**config.mk**
```make
export PLATFORM = sky130hd
export DESIGN_NAME = matrix_scan_ctrl
export DESIGN_NICKNAME = d
export VERILOG_FILES = /design/src/rtl/matrix_scan_ctrl.sv
export SDC_FILE = /design/constraint.sdc
export NUM_CORES = 1
export LEC_CHECK = 0
export BUFFER_PORTS_ARGS = -buffer_cell sky130_fd_sc_hd__buf_2
export CAP_MARGIN = 20
export CORE_MARGIN = 2
export CORE_UTILIZATION = 45
export DETAILED_ROUTE_END_ITERATION = 10
export HOLD_SLACK_MARGIN = 0.05
export SLEW_MARGIN = 5
export SYNTH_ARGS = -nofsm -noshare
export SYNTH_HDL_FRONTEND = slang
export SYNTH_SLANG_ARGS = --single-unit
```
**constraint.sdc**
```tcl
create_clock -name clk -period 3.2 [get_ports clk]
set_input_delay 0.16 -clock clk [delete_from_list [all_inputs] [get_ports clk]]
set_output_delay 0.16 -clock clk [all_outputs]
set_load 0.02 [all_outputs]
```
**src/rtl/matrix_scan_ctrl.sv**
```systemverilog
// Row-scanned 8x16 LED matrix controller with registered, active-low pin drive.
// Define MATRIX_DOUBLE_BUFFER_EN to add a back buffer published by frame-aligned swaps.
module matrix_scan_ctrl #(
    parameter int SCAN_DIV     = 1024,
    parameter int BLANK_CYCLES = 4
) (
    input  logic        clk,
    input  logic        reset_n,
    input  logic        wr_en,
    input  logic [2:0]  wr_row,
    input  logic [15:0] wr_data,
    input  logic        swap_req,
    output logic        swap_ack,
    output logic        frame_start,
    output logic [7:0]  MATRIX_ROW,
    output logic [15:0] MATRIX_COL
);

    localparam int CW = (SCAN_DIV > 1) ? $clog2(SCAN_DIV) : 1;
    localparam logic [CW-1:0] LAST_CNT   = CW'(SCAN_DIV - 1);
    localparam logic [CW-1:0] BLANK_LAST = CW'(BLANK_CYCLES - 1);

    typedef enum logic {
        ST_BLANK = 1'b0,
        ST_DRIVE = 1'b1
    } state_t;

    state_t         state_reg, state_next;
    logic [CW-1:0]  cnt_reg, cnt_next;
    logic [2:0]     row_reg, row_next;
    logic           started_reg;
    logic           frame_start_reg, frame_start_next;
    logic [7:0]     matrix_row_reg;
    logic [15:0]    matrix_col_reg;
    logic           front_sel;
    logic           write_sel;
    logic [15:0]    front_row;

`ifdef MATRIX_DOUBLE_BUFFER_EN
    localparam int NBUF = 2;
    logic pending_reg;
    logic front_sel_reg;
    logic swap_cycle;
    logic swap_fire;

    // A request arriving on the swap cycle is served by that same swap.
    assign swap_cycle = started_reg && (state_reg == ST_DRIVE) &&
                        (row_reg == 3'd7) && (cnt_reg == LAST_CNT);
    assign swap_fire  = swap_cycle && (pending_reg || swap_req);
    assign swap_ack   = swap_fire;
    assign front_sel  = front_sel_reg;
    assign write_sel  = ~front_sel_reg;

    always_ff @(posedge clk or negedge reset_n) begin
        if (!reset_n) begin
            pending_reg   <= 1'b0;
            front_sel_reg <= 1'b0;
        end else begin
            if (swap_fire) begin
                pending_reg   <= 1'b0;
                front_sel_reg <= ~front_sel_reg;
            end else if (swap_req) begin
                pending_reg   <= 1'b1;
            end
        end
    end
`else
    localparam int NBUF = 1;
    logic swap_ack_reg;

    assign swap_ack  = swap_ack_reg;
    assign front_sel = 1'b0;
    assign write_sel = 1'b0;

    always_ff @(posedge clk or negedge reset_n) begin
        if (!reset_n) begin
            swap_ack_reg <= 1'b0;
        end else begin
            swap_ack_reg <= swap_req;
        end
    end
`endif

    // Buffers must clear on reset, so they are flop arrays rather than RAM.
    logic [15:0] buf_mem [NBUF][8];

    genvar gi, gj;
    generate
        for (gi = 0; gi < NBUF; gi++) begin : g_buf
            for (gj = 0; gj < 8; gj++) begin : g_row
                always_ff @(posedge clk or negedge reset_n) begin
                    if (!reset_n) begin
                        buf_mem[gi][gj] <= '0;
                    end else if (wr_en && (wr_row == 3'(gj)) && (write_sel == 1'(gi))) begin
                        buf_mem[gi][gj] <= wr_data;
                    end
                end
            end
        end
    endgenerate

    assign front_row = buf_mem[front_sel][row_reg];

    always_comb begin
        state_next = state_reg;
        cnt_next   = cnt_reg + CW'(1);
        row_next   = row_reg;
        if (!started_reg) begin
            // First edge out of reset parks on row 0 / count 0 so frame_start lines up.
            cnt_next = cnt_reg;
        end else begin
            case (state_reg)
                ST_BLANK: begin
                    if (cnt_reg == BLANK_LAST) begin
                        state_next = ST_DRIVE;
                    end
                end
                ST_DRIVE: begin
                    if (cnt_reg == LAST_CNT) begin
                        state_next = ST_BLANK;
                        cnt_next   = '0;
                        row_next   = row_reg + 3'd1;
                    end
                end
                default: state_next = ST_BLANK;
            endcase
        end
        frame_start_next = (state_next == ST_BLANK) && (row_next == 3'd0) && (cnt_next == '0);
    end

    always_ff @(posedge clk or negedge reset_n) begin
        if (!reset_n) begin
            state_reg       <= ST_BLANK;
            cnt_reg         <= '0;
            row_reg         <= '0;
            started_reg     <= 1'b0;
            frame_start_reg <= 1'b0;
        end else begin
            state_reg       <= state_next;
            cnt_reg         <= cnt_next;
            row_reg         <= row_next;
            started_reg     <= 1'b1;
            frame_start_reg <= frame_start_next;
        end
    end

    always_ff @(posedge clk or negedge reset_n) begin
        if (!reset_n) begin
            matrix_row_reg <= 8'hFF;
            matrix_col_reg <= 16'hFFFF;
        end else if (state_reg == ST_DRIVE) begin
            matrix_row_reg <= ~(8'd1 << row_reg);
            matrix_col_reg <= ~front_row;
        end else begin
            matrix_row_reg <= 8'hFF;
            matrix_col_reg <= 16'hFFFF;
        end
    end

    assign frame_start = frame_start_reg;
    assign MATRIX_ROW  = matrix_row_reg;
    assign MATRIX_COL  = matrix_col_reg;

endmodule

```
# Word level (Yosys, flattened, before mapping)
# Index checks and enable logic that the tools add are counted.
totals:
  inputBits: 23
  ff_bits: 169
  word_cells: 62
  output_inout_bits: 26
op_classes:
  n_addsub: 2
  shift: 1
  n_reduce_logical: 13
  magnitude_cmp: 1
  bitwise: 5
  mux: 15
  eq_ne: 9
ops:
  columns: ["op", "n"]
  rows:
  - ["binary-select mux 16 bit (select 3 bit)", 1]
  - ["2-to-1 mux 16 bit", 3]
  - ["2-to-1 mux 10 bit", 3]
  - ["inverter 16 bit", 1]
  - ["equality test 3 bit (second input constant)", 4]
  - ["adder 10 x 1 -> 10 bit (second input constant)", 1]
  - ["equality test 10 bit (second input constant)", 1]
  - ["equality test 10 x 2 -> 1 bit (second input constant)", 1]
  - ["logical AND 1 bit", 10]
  - ["logical NOT 10 bit", 1]
  - ["2-to-1 mux 3 bit", 3]
  - ["2-to-1 mux 8 bit", 1]
  - ["inverter 8 bit", 1]
  - ["<< shifter 1 x 3 -> 8 bit (first input constant)", 1]
  - ["equality test 3 x 2 -> 1 bit (second input constant)", 2]
  - ["logical NOT 3 bit", 2]
  - ["greater-or-equal comparator 4 bit (second input constant)", 1]
  - ["inverter 3 -> 4 bit", 1]
  - ["adder 3 x 1 -> 3 bit (second input constant)", 1]
  - ["equality test 3 x 1 -> 1 bit (second input constant)", 1]
  - ["2-to-1 mux 1 bit", 3]
  - ["inverter 1 bit", 2]
  - ["case mux 1 bit (2 select lines)", 1]

# Longest topological paths before layout
# Gate-level depths: netlist (run 1).
depth:
  ltp_word: 7
  mapped_depth: 7
  mapped_depth_nobuf: 6

# Worst setup path after synthesis (run 1)
# Ideal clock, no wire load.
synth_timing:
  path_type: "register to register"
  start: "register row_reg[0]"
  end: "register frame_start_reg, in the netlist frame_start"
  slack_ps: 938
  t_required_ps: 3105
  setup_time_ps: 95
  synth_period_minus_slack_ps: 2262
  path_stages_with_launch: 8
  arrival_time_ps: 2167
  path_cell_list: "dfrtp_1 clkbuf_1 buf_2 inv_1 ha_1 nand4b_1 a2111o_1 nor4b_2"
synth_via:
  elab_chain_len: 7
synth_lines:
  columns: ["item", "line", "rtl"]
  rows:
  - ["start: declaration", "30", "logic [2:0] row_reg, row_next;"]
  - ["start signal: assignment", "141", "row_reg <= row_next;"]
  - ["adder 3 x 1 -> 3 bit", "122", "row_next = row_reg + 3'd1;"]
  - ["2-to-1 mux 3 bit", "119", "if (cnt_reg == LAST_CNT) begin"]
  - ["2-to-1 mux 3 bit", "112", "case (state_reg)"]
  - ["2-to-1 mux 3 bit (*)", "108", "if (!started_reg) begin"]
  - ["logical NOT 3 bit (*)", "128", "frame_start_next = (state_next == ST_BLANK) && (row_next == 3'd0) && (cnt_next == '0);"]
  - ["logical AND 1 bit (*) (2 in a row)", "128", null]
  - ["net frame_start_next", "32", "logic frame_start_reg, frame_start_next;"]
  - ["end signal: assignment", "143", "frame_start_reg <= frame_start_next;"]
  - ["end: declaration", "32", null]
# The timed path passes the listed nets; every way through them passes the cells marked *.
# A chain may end at the register's enable or synchronous reset.

# Worst setup path in the final report (run 1)
layout_timing:
  start: "register cnt_reg[0]"
  end: "register frame_start_reg, in the netlist frame_start"
layout_via:
  elab_chain_len: 7
  elab_cells_between_ends: 18
  cone_classes: "add/sub: 1; eq/ne: 2; mux: 10; bitwise: 1; reduce/logical: 4"
layout_lines:
  columns: ["item", "line", "rtl"]
  rows:
  - ["start: declaration", "29", "logic [CW-1:0] cnt_reg, cnt_next;"]
  - ["start signal: assignment", "140", "cnt_reg <= cnt_next;"]
  - ["branches (longest 6 deep; another with adder 10 x 1 -> 10 bit)", null, null]
  - ["logical AND 1 bit (*)", "128", null]
  - ["net frame_start_next", "32", null]
# Mark *: on every way through the listed nets, which the timed path passes.

==> results.yml, run 1 <==
outcome:
  status: "finished clean"
finish:
  diodes: 0
  fillerInstances: 1388
  drive_above_1_share_pct: 44.10
  final_cell_mix: "dfrtp_1, mux2_2, nand2_1"
  final_nets: 602
  area_growth_syn_to_layout_pct: 15.24
  largest_reg_flops: 128
  finalInstanceArea_um2: 8571
  final_common_cell: "dfrtp_1"
drt:
  via_count: 4241
  finalWirelength_mm: 15.04
  final_antenna_net_count: 0
  drt_iter0_drc: 205
  wire_per_inst_um: 18.78
  route.detailed.drc: 0
  firstDrtPassIters: 4
  viasPerCell: 5.295
power:
  cellPowerDensity_nw_per_um2: 697.1
  clockPowerShare_pct: 32.2
  internal_power_mw: 4.418
  p_seq_share_pct: 49.2
  combPwrFrac_pct: 18.5
  swShare_pct: 26.05
  switchingPower_mw: 1.556
  p_leak_nw: 3.677
  ir_drop_mv: 0.4103
logic_synthesis:
  yosysWarnings: 0
  synth.cell_area_um2: 7437
  ys_ff_latch: 169
  synth-main-ff-cell: "dfrtp_1"
  avgSynthCellArea_um2: 14.47
  synth-edff-count: 0
  ys_seq_area_share_pct: 57.27
  async_reset_ff_share_pct: 100.0
  syn_nets: 544
  synth_cell_type_count: 45
  synthCells: 514
worst_setup_path:
  rr_startpoint: "cnt_reg[0]"
  crit_required_ns: 3.52
  critical_path_class: "flop to flop"
  crit_arrival_ns: 2.63
  r2r_end: "frame_start"
  cp-start-kind: "flop"
  critical_path.endpoint_type: "flop"
  critPathMaxFanout: 10
  r2r_cells: 6
  r2r_slack_ns: 0.89
sta:
  fmax_mhz: 433.0
  rsz0062_at_grt: "no"
  clock-skew-final_ns: 0.004960
  relSlewSlack_pct: 49.53
  period_share_pct: 72.17
  worst_pin_slew_ns: 0.7570
  final.setup.tns_ns: 0
  slew_viol_final: 0
  finalSetupViolCount: 0
  period_needed_ns: 2.309
  hold_violations: 0
placed_design:
  detailed_place_hpwl_mm: 8.921
  place.port_buffers: 48
  place_area_um2: 7951
  gp_congestion: 0.8048
global_route:
  gr-usage-met3_pct: 3.640
  grt_first_pass_wirelength_mm: 24.90
  busiest_layer: "met2"
  grt_util_met2_pct: 30.25
  grtUsageMet1_pct: 25.09
  grt_max_degree: 81
  grt.overflow.total: 0
  antenna_found_initial: 0
  first_global_vias: 4460
  grt_usage_pct: 18.57
floorplanning:
  io-pin-count: 49
  die_x_um: 132.6
  row_count: 46
  dieArea_um2: 17570
  die_h_um: 132.6
  core_region_area_um2: 16000
  initial_utilization_pct: 46.48
worst_hold_path:
  hold-path-cell-count: 2
  min_path_type: "input pin to flop"
  hp-start: "wr_data[12]"
  min_to: "buf_mem[60]"
run:
  drv_cap: 0
clock_network:
  tritoncts: "yes"
  cts_sinks: 169
  clk_pin_slew_ns: 0.06
  cts-root-buf: "clkbuf_16"
  numCtsBuffers: 17
  post_cts_resized: 0
  htreeDepth: 4
  post-cts-setup-buffer-count: 0
  hold_buffers: 7
  clockBufferDepth: 2
  clk_latency_ns: 0.42
## cells by family after synthesis
| family | after synthesis | share of synthesized area, % |
|---|---|---|
| adder cells (fa/ha/maj) | 7 | 1.178 |
| flip-flops | 169 | 57.27 |
| multiplexers | 162 | 29.36 |
| AO/OA/AOI/OAI | 11 | 1.077 |
| XOR/XNOR | 10 | 1.178 |
| other | 1 | 0.05042 |
| buffers and inverters | 36 | 2.052 |
| AND/OR/NAND/NOR | 118 | 7.840 |
## metal layers
| layer | share of wire (%) | wire length, um |
|---|---|---|
| met2 | 50 | 7502 |
| met1 | 46 | 6924 |
| met3 | 2.7 | 413 |
| met5 | 0 | 0 |
| met4 | 1.3 | 199 |
## critical path: stages (launching register included)
cell and delay (ns):
dfrtp_1 0.41, ha_1 0.28, nand2_4 0.11, nor4_4 0.57
nand4b_1 0.17, a2111o_1 0.43, nor4b_2 0.24
## how the worst max path moves through the flow
stage | startpoint | end | depth (start not counted)
finish | cnt_reg[0] | frame_start | 6
global route | cnt_reg[0] | frame_start | 6
CTS | cnt_reg[0] | frame_start | 6
detailed placement | cnt_reg[0] | frame_start | 6
global placement | cnt_reg[0] | frame_start | 6
floorplan | row_reg[0] | frame_start | 7
## cells in the mapped netlist (2+ instances only)
cell | instances | area [um^2]
dfstp_2 | 24 | 630.6
dfrtp_1 | 145 | 3628
xor2_1 | 5 | 43.79
nor2_1 | 7 | 26.28
nand3_1 | 5 | 25.02
xnor2_1 | 5 | 43.79
nand4b_1 | 4 | 35.03
mux2_2 | 103 | 1160
o21ai_0 | 3 | 15.01
nand2_1 | 78 | 292.8
mux2_1 | 26 | 292.8
nor4_1 | 3 | 18.77
nor3_1 | 4 | 20.02
mux4_2 | 32 | 720.7
inv_1 | 4 | 15.01
clkbuf_1 | 19 | 71.32
nand4_1 | 2 | 12.51
buf_2 | 11 | 55.05
ha_1 | 7 | 87.58
nor3b_2 | 2 | 25.02
## layout make-up
class	instances	area (um^2)	share of cell area, %
repair buffers	70	441.7	5.153
inverters	5	18.77	0.2190
flip-flops and latches	169	4260	49.71
multi-input cells	309	3030	35.36
clock inverters	2	35.03	0.4088
well taps	216	270.3	3.153
clock buffers	30	514.2	6.000
## power groups by stage
stage	clock [mW]	sequential, mW	combinational (mW)
2_1_floorplan	0	2.99	0.758
3_3_place_gp	0	2.95	1.09
3_5_place_dp	0	2.98	1.12
4_1_cts	1.97	2.95	1.13
5_1_grt	2.06	3.01	1.22
6_report	1.93	2.94	1.11
## metrics by stage
step	power [mW]	setup WS, ns	cells	utilization, %	hold WS, ns
2_1_floorplan	3.750	0.9379	514	-	-0.1356
6_report	5.975	0.8906	801	53.57	0.06605
3_5_place_dp	4.099	0.9055	762	49.70	0.2553
4_1_cts	6.048	0.8813	801	53.57	0.05191
3_3_place_gp	4.043	1.069	762	49.70	0.2445
5_1_grt	6.293	0.7018	801	53.57	0.06652
No activity file was read; power rests on OpenSTA's default activity.
==> run 2: changes to the inputs <==
==> constraint.sdc (replaced) <==
create_clock -name clk -period 2.25 [get_ports clk]
set_input_delay 0.1125 -clock clk [delete_from_list [all_inputs] [get_ports clk]]
set_output_delay 0.1125 -clock clk [all_outputs]
set_load 0.02 [all_outputs]
==> results.yml, run 2 (synthesis gave the netlist of run 1 again) <==
drt:
  firstDrtPassIters: 4
  wire_per_inst_um: 18.45
  viasPerCell: 5.288
  drt_iter0_drc: 174
  route.detailed.drc: 0
  via_count: 4336
  finalWirelength_mm: 15.13
  final_antenna_net_count: 0
sta:
  clock-skew-final_ns: 0.01044
  hold_violations: 0
  slew_viol_final: 0
  worst_pin_slew_ns: 0.6739
  period_share_pct: 91.57
  period_needed_ns: 2.060
  setup_slack_ns: 0.1897
  final.setup.tns_ns: 0
  relSlewSlack_pct: 55.07
  holdWs_ns: 0.2816
  rsz0062_at_grt: "no"
  finalSetupViolCount: 0
  fmax_mhz: 485.4
floorplanning:
  core_region_area_um2: 16000
  io-pin-count: 49
  row_count: 46
  die_x_um: 132.6
  initial_utilization_pct: 46.48
  dieArea_um2: 17570
  die_h_um: 132.6
global_route:
  grt_usage_pct: 18.78
  antenna_found_initial: 0
  first_global_vias: 4704
  grt.overflow.total: 0
  grt_max_degree: 73
  grt_first_pass_wirelength_mm: 25.23
worst_setup_path:
  critical_path.endpoint_type: "flop"
  cp-start-kind: "flop"
  critPathMaxFanout: 9
  r2r_slack_ns: 0.19
  critical_path_class: "flop to flop"
  rr_startpoint: "cnt_reg[3]"
  crit_arrival_ns: 2.39
  r2r_cells: 5
  cp-startpoint: "cnt_reg[3]"
  crit_path_end: "frame_start"
  crit_required_ns: 2.58
  r2r_end: "frame_start"
clock_network:
  cts-root-buf: "clkbuf_16"
  clockBufferDepth: 2
  clk_pin_slew_ns: 0.06
  clk_latency_ns: 0.43
  cts_sinks: 169
  post_cts_resized: 0
  tritoncts: "yes"
  htreeDepth: 4
  numCtsBuffers: 17
finish:
  drive_above_1_share_pct: 45.36
  area_growth_syn_to_layout_pct: 18.98
  finalInstanceArea_um2: 8848
  largest_reg_flops: 128
  final_nets: 622
  instances_no_fill: 820
  final_common_cell: "dfrtp_1"
  final_cell_mix: "dfrtp_1, mux2_2, nand2_1"
  diodes: 0
run:
  drv_cap: 0
placed_design:
  dp.cells: 770
  detailed_place_hpwl_mm: 9.213
  place.port_buffers: 48
  gp_congestion: 0.8156
  place_area_um2: 8036
  dpl_worst_slack_ns: 0.1390
power:
  ir_drop_mv: 0.6120
  cellPowerDensity_nw_per_um2: 997.0
  p_leak_nw: 3.818
worst_hold_path:
  min_path_type: "input pin to async pin"
outcome:
  status: "finished clean"
run 2: worst min path at each step:
stage	from	endpoint	slack, ns	cells after the start
finish	reset_n	cnt_reg[6]	0.28	2
global placement	reset_n	cnt_reg[6]	0.17	1
detailed placement	reset_n	cnt_reg[6]	0.18	1
global route	swap_req	swap_ack	0.32	2
floorplan	reset_n	buf_mem[0]	-0.18	0
CTS	reset_n	cnt_reg[6]	0.30	2
run 2: where the power goes:
| part | total, mW | internal (mW) | switching [mW] |
|---|---|---|---|
| Sequential | 4.18 | 3.81 | 0.372 |
| Clock | 3.04 | 1.91 | 1.12 |
| Combinational | 1.60 | 0.847 | 0.754 |
| Total | 8.82 | 6.57 | 2.25 |
run 2: metal layers:
metal / vias up / routed length (um) / track usage, %
li1: 1986 / - / -
met1: 2267 / 6623 / 23.35
met2: 63 / 7827 / 32.47
met5: - / 0 / 0
met4: 0 / 237 / 6.810
met3: 20 / 443 / 3.985
run 2: area by class of cell:
type	count	area [um^2]
Fill cell	1354	7152
Sequential cell	169	4260
Multi-Input combinational cell	309	3030
Timing Repair Buffer	90	644.4
Clock buffer	24	511.7
Tap cell	216	270.3
Clock inverter	7	112.6
Inverter	5	18.77
run 2: repair_timing:
action | 4_1_cts | 5_1_grt
setup buffers | 0 | 1
hold buffers | 18 | 0
hold endpoints to repair | 181 | 0
endpoints found under the setup margin | 0 | 1
run 2: through the flow:
step	power, mW	utilization (%)
3_5_place_dp	5.834	50.23
4_1_cts	8.930	55.25
6_report	8.822	55.30
3_3_place_gp	5.739	50.23
5_1_grt	9.277	55.30
2_1_floorplan	5.333	-
run 2: critical path, cell delays in order (launching register included):
cell	delay, ns
dfrtp_1	0.51
nand4_2	0.23
nor4_4	0.48
nand4b_1	0.16
a2111o_1	0.40
nor4b_2	0.20
